<file path="src/rtl/t5_pipectl.sv">
// Pipeline hazard/stall controller: memory-wait, branch flush and load-use interlock.
// Produces stage enables, bubble/squash controls and a saturating stall-cycle counter.
module t5_pipectl #(
  parameter int unsigned XLEN = 32
) (
  input  logic        sclk,
  input  logic        srst_n,
  input  logic        iack,
  input  logic        dreq,
  input  logic        dack,
  input  logic [4:0]  drs1,
  input  logic [4:0]  drs2,
  input  logic [4:0]  xopc,
  input  logic [4:0]  xrd,
  input  logic        xbra,
  output logic        sena,
  output logic        fena,
  output logic        fnop,
  output logic        dnop,
  output logic [1:0]  state,
  output logic [15:0] scnt
);

  if (XLEN == 0) begin : gen_xlen_chk
    $error("XLEN must be nonzero");
  end

  typedef enum logic [1:0] {
    StRun    = 2'd0,
    StMwait  = 2'd1,
    StFlush  = 2'd2,
    StLstall = 2'd3
  } state_e;

  localparam logic [4:0] OpcLoad = 5'b00000;

  state_e      state_q, state_d;
  logic        fcnt_q, fcnt_d;
  logic [15:0] scnt_q, scnt_d;
  logic        mstall;
  logic        load_use;

  assign mstall   = dreq & ~dack;
  assign sena     = ~mstall;
  assign load_use = (xopc == OpcLoad) && (xrd != 5'd0) && ((xrd == drs1) || (xrd == drs2));

  always_comb begin
    state_d = state_q;
    fcnt_d  = fcnt_q;
    fena    = 1'b0;
    dnop    = 1'b0;
    fnop    = 1'b0;
    case (state_q)
      StRun: begin
        fena = iack & sena;
        dnop = ~iack;
        if (mstall) begin
          state_d = StMwait;
        end else if (xbra) begin
          state_d = StFlush;
          fcnt_d  = 1'b1;
        end else if (load_use) begin
          state_d = StLstall;
        end
      end
      StMwait: begin
        if (!mstall) state_d = StRun;
      end
      StFlush: begin
        fena = 1'b1;
        dnop = 1'b1;
        fnop = 1'b1;
        // A memory stall freezes the flush; only unstalled cycles consume fcnt.
        if (!mstall) begin
          if (fcnt_q == 1'b0) state_d = StRun;
          else                fcnt_d  = fcnt_q - 1'b1;
        end
      end
      StLstall: begin
        dnop = 1'b1;
        if (!mstall) state_d = StRun;
      end
      default: state_d = StRun;
    endcase
  end

  always_comb begin
    scnt_d = scnt_q;
    if ((!sena || !fena) && (scnt_q != 16'hFFFF)) scnt_d = scnt_q + 16'd1;
  end

  always_ff @(posedge sclk or negedge srst_n) begin
    if (!srst_n) begin
      state_q <= StRun;
      fcnt_q  <= 1'b0;
      scnt_q  <= 16'd0;
    end else begin
      state_q <= state_d;
      fcnt_q  <= fcnt_d;
      scnt_q  <= scnt_d;
    end
  end

  assign state = state_q;
  assign scnt  = scnt_q;

endmodule

</file>
<file path="config.mk">
export PLATFORM = sky130hd
export DESIGN_NAME = t5_pipectl
export DESIGN_NICKNAME = d
export VERILOG_FILES = /design/src/rtl/t5_pipectl.sv
export SDC_FILE = /design/constraint.sdc
export NUM_CORES = 1
export LEC_CHECK = 0
export CORE_MARGIN = 2
export CORE_UTILIZATION = 46
export DETAILED_ROUTE_END_ITERATION = 10
export GPL_ROUTABILITY_DRIVEN = 0
export GPL_TIMING_DRIVEN = 0
export PLACE_DENSITY = 0.85
export SLEW_MARGIN = 10
export SYNTH_ARGS = -nofsm -noshare
export SYNTH_HDL_FRONTEND = slang
export SYNTH_SLANG_ARGS = --single-unit
</file>
<file path="constraint.sdc">
create_clock -name sclk -period 5.5 [get_ports sclk]
set_clock_uncertainty 0.1 [all_clocks]
set_input_delay 0.825 -clock sclk [delete_from_list [all_inputs] [get_ports sclk]]
set_output_delay 0.825 -clock sclk [all_outputs]
set_load 0.01 [all_outputs]
</file>
## Word level (Yosys, flattened, before mapping)

Cells that the tools add are included.

| storage, ports and cells | value |
|---|---|
| input bits | 26 |
| flip-flop bits (word level) | 19 |
| output and inout port bits | 22 |
| logic and storage cells | 51 |

| cells by class | value |
|---|---|
| equal/unequal tests | 12 |
| add/sub/neg operators | 2 |
| mux-type cells | 15 |
| reduce and logical (&&, ||, !) cells | 14 |
| bitwise logic cells | 5 |

Operators with widths:

| kind | number |
|---|---|
| $add A16 B1 Y16 const B | 1 |
| $ne A16 B16 Y1 const B | 1 |
| $mux W2 | 6 |
| $eq A5 B5 Y1 | 2 |
| $ne A2 B2 Y1 const B | 5 |
| $reduce_and A4 Y1 | 2 |
| $pmux W1 S2 | 3 |
| $pmux W2 S3 | 1 |
| $logic_not A5 Y1 | 1 |
| $mux W1 | 5 |
| $reduce_bool A5 Y1 | 1 |
| $eq A2 B2 Y1 const B | 2 |
| $ne A4 B4 Y1 const B | 1 |
| $reduce_or A2 Y1 | 2 |
| $logic_and A1 B1 Y1 | 3 |
| $not A1 Y1 | 3 |
| $and A1 B1 Y1 | 2 |
| $eq A2 B1 Y1 const B | 1 |
| $logic_not A2 Y1 | 1 |
| $logic_or A1 B1 Y1 | 2 |
| $reduce_bool A2 Y1 | 1 |
| $logic_not A1 Y1 | 1 |
| $sub A1 B1 Y1 const B | 1 |

## Longest topological paths before layout

| depth | value |
|---|---|
| word-level depth | 8 |
| gate-level depth with buffers | 6 |
| depth with buffers taken out | 5 |

## Least setup slack after synthesis

No wires, ideal clock.

| timing path | value |
|---|---|
| path type | input-to-output |
| start | in dreq |
| end | out fena |
| slack | 3.181 ns |
| buffers on the path | 0 |
| data required time | 4.575 ns |
| data arrival time | 1.394 ns |
| stages on the path | 3 |
| cells stage by stage | nor2b_2 nor2_1 a21o_1 |

| between the ends | value |
|---|---|
| longest elaborated chain between the ends | 4 |

RTL lines:

| item | line | source |
|---|---|---|
| start, declared | 9 | `input logic dreq,` |
| $and A1 B1 Y1 | 43 | `assign mstall = dreq & ~dack;` |
| $not A1 Y1 | 44 | `assign sena = ~mstall;` |
| $and A1 B1 Y1 | 55 | `fena = iack & sena;` |
| $pmux W1 S2 | 53 | `case (state_q)` |
| end, declared | 17 | `output logic fena,` |

Every way passes these cells.

## Worst setup path in the final report

Ends and elaborated chain as after synthesis.

==> summary.txt <==
Outcome
  – Status: complete, no violations

Synthesis
  – #FFs+latches synth: 19
  – Area share of the largest cell type after synthesis: 40.3%
  – Post-Synthesis Cell Area: 0.00118 mm²
  – Post-synthesis area per instance: just under 10 µm²
  – Warnings, synthesis: 0
  – Sequential share of the synthesized area: 40.3%
  – Net Count, Synth: 147
  – Leading area contributor after synthesis: dfrtp_1
  – Synth Instances: 120
  – Synth top area cells: dfrtp_1, xor2_1, nor3_1
  – Post-synthesis cell type count: 39

Floorplanning
  – Die area: 0.00299 mm²
  – Rows: 18
  – Initial Util: 48.1%
  – Die outline width: 54.7 µm
  – Die height: roughly 55 µm
  – CORE AREA: 0.00245 mm²
  – Top-Level Pins: 48

Worst setup path
  – Crit path required time: 4580 ps
  – Crit. End Element: output port
  – Critical Path Max Stage Delay: roughly 470 ps
  – Worst path bufs/invs: 2
  – Largest delay share family, worst path: buffers and inverters
  – Crit path depth: 5
  – Cell Chain, Critical Path: clkdlybuf4s50_1 > nor2b_2 > nor2_1 > a21o_1 > clkdlybuf4s50_1
  – Setup Crit Path Kind: in2out
  – R2R cell count: 6
  – Most used cell, CP: clkdlybuf4s50_1
  – CP max-delay cell: clkdlybuf4s50_1
  – CP Max Fanout: 7
  – Worst Path Arrival: 2420 ps
  – CP Launch Type: input port

Placed design
  – Pre-CTS setup slack: ~2200 ps
  – Hpwl dp: 2270 µm
  – Port Buffers: 47
  – Placed insts: between 150 and 200

STA
  – Actual slew at the worst max-slew pin: 875 ps
  – Slew Limit Fails: 0
  – Max frequency: 0.299 GHz
  – Period minus WS final: 3340 ps
  – RSZ-0062 raised after global routing: false
  – Final setup fails: 0
  – Final setup TNS: 0 ps
  – Final critical-path setup slack: 2160 ps
  – Final period util: between 60% and 70%
  – Final hold viol count: 0
  – Hold WS: 400 ps
  – Slew HR: between 40 and 50%

Clock network
  – TritonCTS clock tree: yes
  – Worst-skew pair later-pin latency: between 300 and 400 ps
  – CTS Hold Buffers Added: 0
  – Clock sinks: 19
  – Post-CTS Setup Bufs: 0
  – CTS H-Tree Depth: 1
  – CTS resizes: 0
  – Clock Path Buffers: 2
  – Num CTS Buffers: 3
  – CTS root buf: clkbuf_4
  – Clock transition at path regs: 100 ps

Cells and area
  – Final cell count without fillers: 201
  – Share of cells above drive strength 1: 7.02%
  – Net count reported at finish: 199
  – Area growth from synthesis to layout: 45.2%
  – Fill cell count: 194
  – N_diodes: 0

Detailed routing
  – Routed WL per cell: ~14 µm
  – Routed vias: about 1100
  – Number of remaining DRC errors: 0
  – Initial DRC Count: 25
  – Final ANT Viol Nets: 0
  – First-pass DRT Iterations: 4
  – Final WL: ~2900 µm
  – Routed vias/inst: roughly 5.6

GRT
  – Largest net degree at the start of global routing: 20
  – Initial antenna violation count: 0
  – Total track usage: between 20% and 30%
  – Vias in the first global route: around 1000
  – Total grt overflow: 0
  – First-pass GRT wire length: 4460 µm

Power and ir drop
  – Leak: 0.000700 µW
  – Total Power: between 500 and 600 µW
  – PD cells: between 300 and 400 mW/mm²
  – Peak VDD IR: 0.262 mV

Run
  – Max_cap viols: 0

Hold path
  – Hold Path Class: reg2reg
  – Worst Hold Path Cells: 1
## flip-flops by register name (all words and copies together), names as in the netlist
| signal | cells |
|---|---|
| state | 2 |
| scnt | 16 |
| fcnt_q | 1 |
## synthesized netlist by cell type
cell / n
o21ba_2: 1
o31ai_4: 1
nor2b_2: 1
nor4_2: 1
mux2_2: 1
o211ai_1: 1
xor2_1: 20
buf_4: 1
a21oi_1: 4
buf_2: 1
or4_1: 4
a211oi_1: 5
nor2_1: 6
nor3_1: 8
o311ai_0: 1
or3_1: 1
nand4_1: 4
o22ai_1: 1
o21bai_1: 1
a22oi_1: 2
and3_1: 1
dfrtp_1: 19
nor4_1: 3
buf_6: 1
a2111oi_0: 1
ha_1: 1
and2_1: 1
and4_1: 2
nand2_1: 8
nor2b_1: 1
mux2_1: 1
xnor2_1: 2
nand2b_1: 1
nor3_2: 1
mux2i_1: 1
a21o_1: 2
o21ai_0: 2
nand3_1: 3
inv_1: 4
## layout by cell type, fill, tap and decap left out, types with 2 or more instances in the layout
| cell type | instances |
|---|---|
| nand3_1 | 3 |
| clkdlybuf4s50_1 | 47 |
| nor3_1 | 8 |
| and4_1 | 2 |
| xnor2_1 | 2 |
| dfrtp_1 | 19 |
| inv_1 | 4 |
| nand4_1 | 4 |
| a21oi_1 | 4 |
| nor2_1 | 6 |
| a22oi_1 | 2 |
| a211oi_1 | 5 |
| or4_1 | 4 |
| nand2_1 | 8 |
| o21ai_0 | 2 |
| a21o_1 | 2 |
| nor4_1 | 3 |
| xor2_1 | 20 |
| clkbuf_4 | 3 |
## area by class of cell
cell class | count | area, µm² | area share (%)
Inverter | 4 | 15.0 | 0.875
Tap cell | 30 | 37.5 | 2.19
Clock buffer | 4 | 26.3 | 1.53
Timing Repair Buffer | 47 | 470 | 27.4
Multi-Input combinational cell | 94 | 667 | 38.9
Buffer | 3 | 23.8 | 1.39
Sequential cell | 19 | 475 | 27.7
## metal layers
metal | vias up | global-route usage [%] | wire length (µm) | share of wire [%]
met5 | - | 0 | 0 | 0
met4 | 0 | 11.3 | 62 | 2.2
met3 | 6 | 2.19 | 193 | 6.7
met2 | 65 | 37.9 | 1510 | 52
met1 | 517 | 23.5 | 1110 | 39
li1 | 543 | - | - | -
## worst reg2reg max path, delay by kind of cell (launching register included)
| kind | cells | cell delay (ps) |
|---|---|---|
| simple gates | 2 | 540 |
| compound gates | 1 | 100 |
| buf+inv | 1 | 240 |
| flops | 1 | 440 |
| xor+xnor | 1 | 190 |
| fa+ha+maj | 1 | 230 |
## metrics by stage
| stage | area (µm²) | utilization (%) |
|---|---|---|
| floorplan | 1180 | - |
| finish | 1720 | 69.9 |
| CTS | 1720 | 69.9 |
| detailed placement | 1690 | 68.8 |
| global route | 1720 | 69.9 |
| global placement | 1690 | 68.8 |
## power by group
part	switching, µW	internal (µW)
clock	45.6	28.4
sequential	61.3	181
combinational	118	153
total	225	363
## path summary, 6_finish.rpt
| check | from | endpoint | slack, ps |
|---|---|---|---|
| min | scnt[8] | scnt[8] | 400 |
| min reg2reg | scnt[8] | scnt[8] | 400 |
| max in group asynchronous | srst_n | scnt[4] | 3860 |
| max reg2reg | scnt[0] | scnt[4] | 3510 |
| max | dreq | fena | 2160 |
| min in group asynchronous | srst_n | scnt[12] | 900 |
## kinds of logic after synthesis
family	Yosys count	synth area share [%]
AND/OR/NAND/NOR	46	22.1
flip-flops	19	40.3
AO/OA/AOI/OAI	22	14.2
multiplexers	3	2.75
adder cells (fa/ha/maj)	1	1.06
buffers and inverters	7	3.28
XOR/XNOR	22	16.3
(Power assumes the default switching activity.)
